<file path="src/rtl/mandel_iter_ctrl_if.sv">
// Bundle between the Mandelbrot iteration controller and its environment:
// the pixel scheduler side (start/c/max_iter in, busy/done/iter/escaped out)
// and the shared serial multiplier side (operands/start out, product/finished in).
// master = environment (scheduler + multiplier), slave = controller.
interface mandel_iter_ctrl_if #(
  parameter int WIDTH  = 8,
  parameter int ITER_W = 6
);
  logic                      start;
  logic signed [WIDTH-1:0]   cr;
  logic signed [WIDTH-1:0]   ci;
  logic [ITER_W-1:0]         max_iter;
  logic                      busy;
  logic                      done;
  logic [ITER_W-1:0]         iter;
  logic                      escaped;
  logic signed [WIDTH-1:0]   mul_x;
  logic signed [WIDTH-1:0]   mul_y;
  logic                      mul_start;
  logic signed [2*WIDTH-1:0] mul_out;
  logic                      mul_finished;
  logic                      mul_rst_n;

  modport master (
    output start, cr, ci, max_iter, mul_out, mul_finished,
    input  busy, done, iter, escaped, mul_x, mul_y, mul_start, mul_rst_n
  );

  modport slave (
    input  start, cr, ci, max_iter, mul_out, mul_finished,
    output busy, done, iter, escaped, mul_x, mul_y, mul_start, mul_rst_n
  );
endinterface

</file>
<file path="src/rtl/mandel_iter_ctrl.sv">
// Escape-time iteration controller for one Mandelbrot pixel. Time-shares one
// serial multiplier for x*x, y*y and x*y, then tests |z|^2 and updates z.
//
// state  | meaning
// IDLE   | waiting for start; result of the last pixel is held
// ISS_XX | pulse mul_start with operands (x,x)
// WT_XX  | wait for the multiplier, capture xx
// ISS_YY | pulse mul_start with operands (y,y)
// WT_YY  | wait for the multiplier, capture yy
// ISS_XY | pulse mul_start with operands (x,y)
// WT_XY  | wait for the multiplier, capture xy
// UPDATE | escape / limit / overflow decision, otherwise step z
module mandel_iter_ctrl #(
  parameter int WIDTH  = 8,
  parameter int FRAC   = WIDTH - 3,
  parameter int ITER_W = 6
) (
  input logic               clk,
  input logic               rst,
  mandel_iter_ctrl_if.slave bus
);
  localparam int PW = 2 * WIDTH;
  localparam int EW = 2 * WIDTH + 1;
  localparam int NW = WIDTH + 3;
  localparam logic signed [EW-1:0] ESC_LIM = EW'(4 << (2 * FRAC));

  typedef enum logic [2:0] {
    IDLE, ISS_XX, WT_XX, ISS_YY, WT_YY, ISS_XY, WT_XY, UPDATE
  } state_t;

  state_t state_q, state_d;

  logic signed [WIDTH-1:0] cr_q, ci_q, x_q, y_q, x_d, y_d;
  logic signed [WIDTH-1:0] mul_x_q, mul_y_q, mul_x_d, mul_y_d;
  logic signed [PW-1:0]    xx_q, yy_q, xy_q;
  logic [ITER_W-1:0]       max_q, iter_q;
  logic                    esc_q, done_q;

  logic signed [EW-1:0]    mag;
  logic signed [PW-1:0]    xx_sh, yy_sh, xy_sh;
  logic signed [NW-1:0]    x_new, y_new;
  logic                    esc_mag, at_limit, ovf, finish;

  // |z|^2 and the candidate next z, all from the products captured this iteration
  assign mag      = EW'(xx_q) + EW'(yy_q);
  assign esc_mag  = (mag >= ESC_LIM);
  assign at_limit = (iter_q == max_q);
  assign xx_sh    = xx_q >>> FRAC;
  assign yy_sh    = yy_q >>> FRAC;
  assign xy_sh    = xy_q >>> FRAC;
  assign x_new    = NW'(xx_sh) - NW'(yy_sh) + NW'(cr_q);
  assign y_new    = (NW'(xy_sh) <<< 1) + NW'(ci_q);
  // a next z that does not fit WIDTH counts as escaped instead of wrapping
  assign ovf      = (x_new[NW-1:WIDTH-1] != {(NW-WIDTH+1){x_new[WIDTH-1]}}) ||
                    (y_new[NW-1:WIDTH-1] != {(NW-WIDTH+1){y_new[WIDTH-1]}});
  assign finish   = esc_mag || at_limit || ovf;

  // State register
  always_ff @(posedge clk or posedge rst) begin
    if (rst) state_q <= IDLE;
    else     state_q <= state_d;
  end

  // Next-state logic
  always_comb begin
    state_d = state_q;
    unique case (state_q)
      IDLE:    if (bus.start) state_d = ISS_XX;
      ISS_XX:  state_d = WT_XX;
      WT_XX:   if (bus.mul_finished) state_d = ISS_YY;
      ISS_YY:  state_d = WT_YY;
      WT_YY:   if (bus.mul_finished) state_d = ISS_XY;
      ISS_XY:  state_d = WT_XY;
      WT_XY:   if (bus.mul_finished) state_d = UPDATE;
      UPDATE:  state_d = finish ? IDLE : ISS_XX;
      default: state_d = IDLE;
    endcase
  end

  // Outputs decoded from the current state
  always_comb begin
    bus.busy      = (state_q != IDLE);
    bus.mul_start = (state_q == ISS_XX) || (state_q == ISS_YY) || (state_q == ISS_XY);
  end

  // Next z and next multiplier operands; operands load on entry to ISS_* and
  // then hold through the WT state since the multiplier re-reads them every cycle
  always_comb begin
    x_d     = x_q;
    y_d     = y_q;
    mul_x_d = mul_x_q;
    mul_y_d = mul_y_q;
    if (state_q == IDLE && bus.start) begin
      x_d = '0;
      y_d = '0;
    end else if (state_q == UPDATE && !finish) begin
      x_d = x_new[WIDTH-1:0];
      y_d = y_new[WIDTH-1:0];
    end
    unique case (state_d)
      ISS_XX:  begin mul_x_d = x_d; mul_y_d = x_d; end
      ISS_YY:  begin mul_x_d = y_d; mul_y_d = y_d; end
      ISS_XY:  begin mul_x_d = x_d; mul_y_d = y_d; end
      default: ;
    endcase
  end

  // Datapath registers: pixel capture, product capture, iteration result
  always_ff @(posedge clk or posedge rst) begin
    if (rst) begin
      cr_q    <= '0;
      ci_q    <= '0;
      max_q   <= '0;
      x_q     <= '0;
      y_q     <= '0;
      xx_q    <= '0;
      yy_q    <= '0;
      xy_q    <= '0;
      iter_q  <= '0;
      esc_q   <= 1'b0;
      done_q  <= 1'b0;
      mul_x_q <= '0;
      mul_y_q <= '0;
    end else begin
      x_q     <= x_d;
      y_q     <= y_d;
      mul_x_q <= mul_x_d;
      mul_y_q <= mul_y_d;
      done_q  <= (state_q == UPDATE) && finish;
      unique case (state_q)
        IDLE: if (bus.start) begin
          cr_q   <= bus.cr;
          ci_q   <= bus.ci;
          max_q  <= bus.max_iter;
          iter_q <= '0;
          esc_q  <= 1'b0;
        end
        WT_XX: if (bus.mul_finished) xx_q <= bus.mul_out;
        WT_YY: if (bus.mul_finished) yy_q <= bus.mul_out;
        WT_XY: if (bus.mul_finished) xy_q <= bus.mul_out;
        UPDATE: begin
          if (esc_mag) begin
            esc_q <= 1'b1;
          end else if (at_limit) begin
            esc_q <= 1'b0;
          end else begin
            iter_q <= iter_q + ITER_W'(1);
            if (ovf) esc_q <= 1'b1;
          end
        end
        default: ;
      endcase
    end
  end

  assign bus.done      = done_q;
  assign bus.iter      = iter_q;
  assign bus.escaped   = esc_q;
  assign bus.mul_x     = mul_x_q;
  assign bus.mul_y     = mul_y_q;
  assign bus.mul_rst_n = ~rst;
endmodule
</file>
<file path="src/flat_wrapper.sv">
// flat-port wrapper written by rule: the top's interface ports become plain ports
module mandel_iter_ctrl_flat 
#(
  parameter int WIDTH  = 8,
  parameter int FRAC   = WIDTH - 3,
  parameter int ITER_W = 6
)
  (clk, rst, bus_start, bus_cr, bus_ci, bus_max_iter, bus_mul_out, bus_mul_finished, bus_busy, bus_done, bus_iter, bus_escaped, bus_mul_x, bus_mul_y, bus_mul_start, bus_mul_rst_n);
  mandel_iter_ctrl_if #(.WIDTH(WIDTH), .ITER_W(ITER_W)) bus_i ();
  input logic clk;
  input logic rst;
  input wire logic [$bits(bus_i.start)-1:0] bus_start;
  input wire logic [$bits(bus_i.cr)-1:0] bus_cr;
  input wire logic [$bits(bus_i.ci)-1:0] bus_ci;
  input wire logic [$bits(bus_i.max_iter)-1:0] bus_max_iter;
  input wire logic [$bits(bus_i.mul_out)-1:0] bus_mul_out;
  input wire logic [$bits(bus_i.mul_finished)-1:0] bus_mul_finished;
  output wire logic [$bits(bus_i.busy)-1:0] bus_busy;
  output wire logic [$bits(bus_i.done)-1:0] bus_done;
  output wire logic [$bits(bus_i.iter)-1:0] bus_iter;
  output wire logic [$bits(bus_i.escaped)-1:0] bus_escaped;
  output wire logic [$bits(bus_i.mul_x)-1:0] bus_mul_x;
  output wire logic [$bits(bus_i.mul_y)-1:0] bus_mul_y;
  output wire logic [$bits(bus_i.mul_start)-1:0] bus_mul_start;
  output wire logic [$bits(bus_i.mul_rst_n)-1:0] bus_mul_rst_n;
  assign bus_i.start = bus_start;
  assign bus_i.cr = bus_cr;
  assign bus_i.ci = bus_ci;
  assign bus_i.max_iter = bus_max_iter;
  assign bus_i.mul_out = bus_mul_out;
  assign bus_i.mul_finished = bus_mul_finished;
  assign bus_busy = bus_i.busy;
  assign bus_done = bus_i.done;
  assign bus_iter = bus_i.iter;
  assign bus_escaped = bus_i.escaped;
  assign bus_mul_x = bus_i.mul_x;
  assign bus_mul_y = bus_i.mul_y;
  assign bus_mul_start = bus_i.mul_start;
  assign bus_mul_rst_n = bus_i.mul_rst_n;
  mandel_iter_ctrl #(.WIDTH(WIDTH), .FRAC(FRAC), .ITER_W(ITER_W)) u_core (.clk(clk), .rst(rst), .bus(bus_i));
endmodule
</file>
<file path="config.mk">
export PLATFORM = sky130hd
export DESIGN_NAME = mandel_iter_ctrl_flat
export DESIGN_NICKNAME = d
export VERILOG_FILES = /design/src/rtl/mandel_iter_ctrl_if.sv /design/src/rtl/mandel_iter_ctrl.sv /design/src/flat_wrapper.sv
export SDC_FILE = /design/constraint.sdc
export NUM_CORES = 1
export LEC_CHECK = 0
export CAP_MARGIN = 20
export CELL_PAD_IN_SITES_DETAIL_PLACEMENT = 1
export CELL_PAD_IN_SITES_GLOBAL_PLACEMENT = 1
export CORE_ASPECT_RATIO = 0.5
export CORE_MARGIN = 2
export CORE_UTILIZATION = 41
export CTS_CLUSTER_SIZE = 10
export DETAILED_ROUTE_END_ITERATION = 10
export GPL_TIMING_DRIVEN = 0
export PLACE_DENSITY_LB_ADDON = 0.1
export SYNTH_ARGS = -nofsm -noshare
export SYNTH_HDL_FRONTEND = slang
export SYNTH_SLANG_ARGS = --single-unit
</file>
<file path="constraint.sdc">
create_clock -name clk -period 3.95 [get_ports clk]
set_input_delay 0.79 -clock clk [delete_from_list [all_inputs] [get_ports clk]]
set_output_delay 0.79 -clock clk [all_outputs]
set_load 0.005 [all_outputs]
</file>
==> metrics <==
status completed; Clock Latency Late Sink around 360 ps; Top Ports ~70; Vias per Instance 5.41; Synth top area share 40.7%; actual slew at the worst max-slew pin approximately 760 ps; Area Overhead vs Synth 28.4%; nets 865; Die X 183 um; Die H 93.6 um; Starting Density between 40% and 50%; share of layout cells above drive strength 1 19.4%; GRT Residual Overflow 0; full die area about 17,000 um^2; Final min period 3940 ps; post-synthesis sequential area ratio 40.7%; drt first pass iters 4; clk slew on worst S/H paths 70 ps; cts hold-fix bufs 0; global-route layer with the greatest usage met2; Post-Route WL 18.6 mm; vias in the first global route between 5,000 and 6,000; largest cells by area after synthesis dfrtp_1, ha_1, mux2_2; Initial DRC Count 182; met2 GRT Util 38.2%; area leader, netlist dfrtp_1; Synth Instances 654; worst-path maximum fanout 6; Final setup viols 0; max-slew violation count 0; cts bufs inserted 9; # diodes 0; Mean Syn Cell Area 10.1 um^2; Post-synth EDFFs 0; relative slew slack around 49%; Synth Net Count 758; unrepaired setup endpoints after global routing yes; Startpoint Class flip-flop; Port-buffer cells 68; met3 Usage GRT ~4.4%; final design utilization 54.4%; GRT Util Overall 22.8%; core area 15,500 um^2; TritonCTS clock tree built; post-route DRC violation count 0; initial antenna violation count 0; CP arrival 4180 ps; worst setup path category reg -> reg; Synth Register Bits 107; post-detail-place hpwl 12.7 mm; critical path capture point type flip-flop; root buffer cell clkbuf_16; Synth async-reset ratio 100%; DR vias 5,229; GPL Wtd Cong 0.843; # Max-Cap Violations 0; largest net degree at the start of global routing slightly below 60; Final Hold Fails 0; first-pass GRT wire length 29.7 mm; count leader, synth dfrtp_1; Max Clock Freq 0.254 GHz; maximum clock path buffer count 2; GR met1 Demand/Resource between 30% and 40%; leading cell types by count after synthesis dfrtp_1, nand2_1, inv_1; FP Rows 32; Clock Sinks roughly 110; # H-tree levels 3; Data required, critical path 4190 ps; Min-Delay Path Class reg -> reg; Most used DFF post-synth dfrtp_1; Yosys warning total 0; Post-DRT Antenna Nets 0; Worst Clk Skew 12.0 ps; Final period util 99.8%; DR WL/cell 19.3 um; distinct cell type count after synthesis 65; Post-Syn Area 6580 um^2
[area by class of cell]
| class | instances | area (um^2) |
|---|---|---|
| Buffer | 19 | 120 |
| Sequential cell | 107 | 2680 |
| Fill cell | 1680 | 7080 |
| Timing Repair Buffer | 96 | 932 |
| Multi-Input combinational cell | 461 | 3920 |
| Clock inverter | 2 | 37.5 |
| Inverter | 67 | 254 |
| Tap cell | 204 | 255 |
| Clock buffer | 11 | 253 |
[flip-flops by register name, summed over array words and instances (netlist names)]
| signal | flops |
|---|---|
| u_core.xx_q | 16 |
| u_core.yy_q | 16 |
| u_core.xy_q | 10 |
| u_core.bus.mul_x | 8 |
| u_core.bus.mul_y | 8 |
| u_core.ci_q | 8 |
| u_core.cr_q | 8 |
| u_core.x_q | 8 |
| u_core.y_q | 8 |
| u_core.bus.iter | 6 |
| u_core.max_q | 6 |
| u_core.state_q | 3 |
| u_core.bus.done | 1 |
| u_core.bus.escaped | 1 |
[cells in the final DEF (no fill, tap or decap), types with 5 or more instances in the layout]
master	netlist	final
inv_1	65	59
dfrtp_1	107	103
nor2_1	36	34
xor2_1	14	14
a22o_1	5	5
clkbuf_1	11	10
nor3_1	16	15
o21ai_0	21	19
ha_4	0	5
clkdlybuf4s50_1	0	68
a21oi_1	34	30
mux2i_1	24	11
ha_1	50	44
nand2b_1	8	8
xnor2_1	14	13
nand2_1	79	77
a211o_1	5	5
inv_2	2	7
buf_4	1	25
mux2_2	45	44
nand3_1	5	5
o211ai_1	9	9
nor2b_1	5	5
fa_1	12	11
clkbuf_16	0	10
a221o_1	7	7
mux2i_4	0	10
[metrics by stage]
| step | TNS [ps] | instances | hold WS, ps | setup slack [ps] | instance area (um^2) |
|---|---|---|---|---|---|
| after floorplan | 0 | 654 | 450 | 98.3 | 6580 |
| after global placement | -171490 | 926 | 465 | -2300 | 7520 |
| after detailed placement | -10200 | 927 | 476 | -718 | 7550 |
| after CTS | 0 | 958 | 492 | 3.03 | 8190 |
| after global routing | -347 | 967 | 516 | -108 | 8450 |
| final | 0 | 967 | 489 | 9.34 | 8450 |
[critical path, cell delays in order (launching register included)]
cell and delay (ps):
dfrtp_1 390, ha_1 230, fa_1 370, a211oi_1 230, o21ai_1 130, a41o_1 280
o21a_1 220, nor4b_4 330, a31oi_4 190, nor4_4 300, buf_6 190, buf_4 130
clkbuf_16 150, mux2_2 360, a221o_1 330
[metal layers]
layer / share of wire [%] / vias up
li1: - / 2459
met1: 47 / 2677
met2: 48 / 77
met3: 3.2 / 16
met4: 1.2 / 0
met5: 0 / -
[final timing paths]
kind / to / start / slack [ps] / cells after the start
max reg2reg: u_core.bus.mul_x[5] / u_core.yy_q[0] / 9 / 14
max: u_core.bus.mul_x[5] / u_core.yy_q[0] / 9 / 14
min reg2reg: u_core.bus.mul_x[2] / u_core.bus.mul_x[2] / 490 / 1
min: u_core.bus.mul_x[2] / u_core.bus.mul_x[2] / 490 / 1
min in group asynchronous: u_core.max_q[2] / rst / 900 / 2
max in group asynchronous: u_core.yy_q[6] / rst / 2280 / 3
[logic make-up after synthesis]
logic type | after synthesis | share of synthesized area (%)
AO/OA/AOI/OAI | 125 | 13.0
buffers and inverters | 86 | 5.02
adder cells (fa/ha/maj) | 62 | 13.2
AND/OR/NAND/NOR | 175 | 12.4
XOR/XNOR | 29 | 4.07
flip-flops | 107 | 40.7
multiplexers | 70 | 11.7
[timing repair]
action                                  CTS  global route
gates cloned                              0             1
resized for setup                        43            40
endpoints found under the setup margin   27            16
pin swaps                                14            13
setup buffers                            18             8
Power is left out: the tool's default activity adds up to more than one toggle a clock period on the data nets, which glitch-free logic cannot reach.
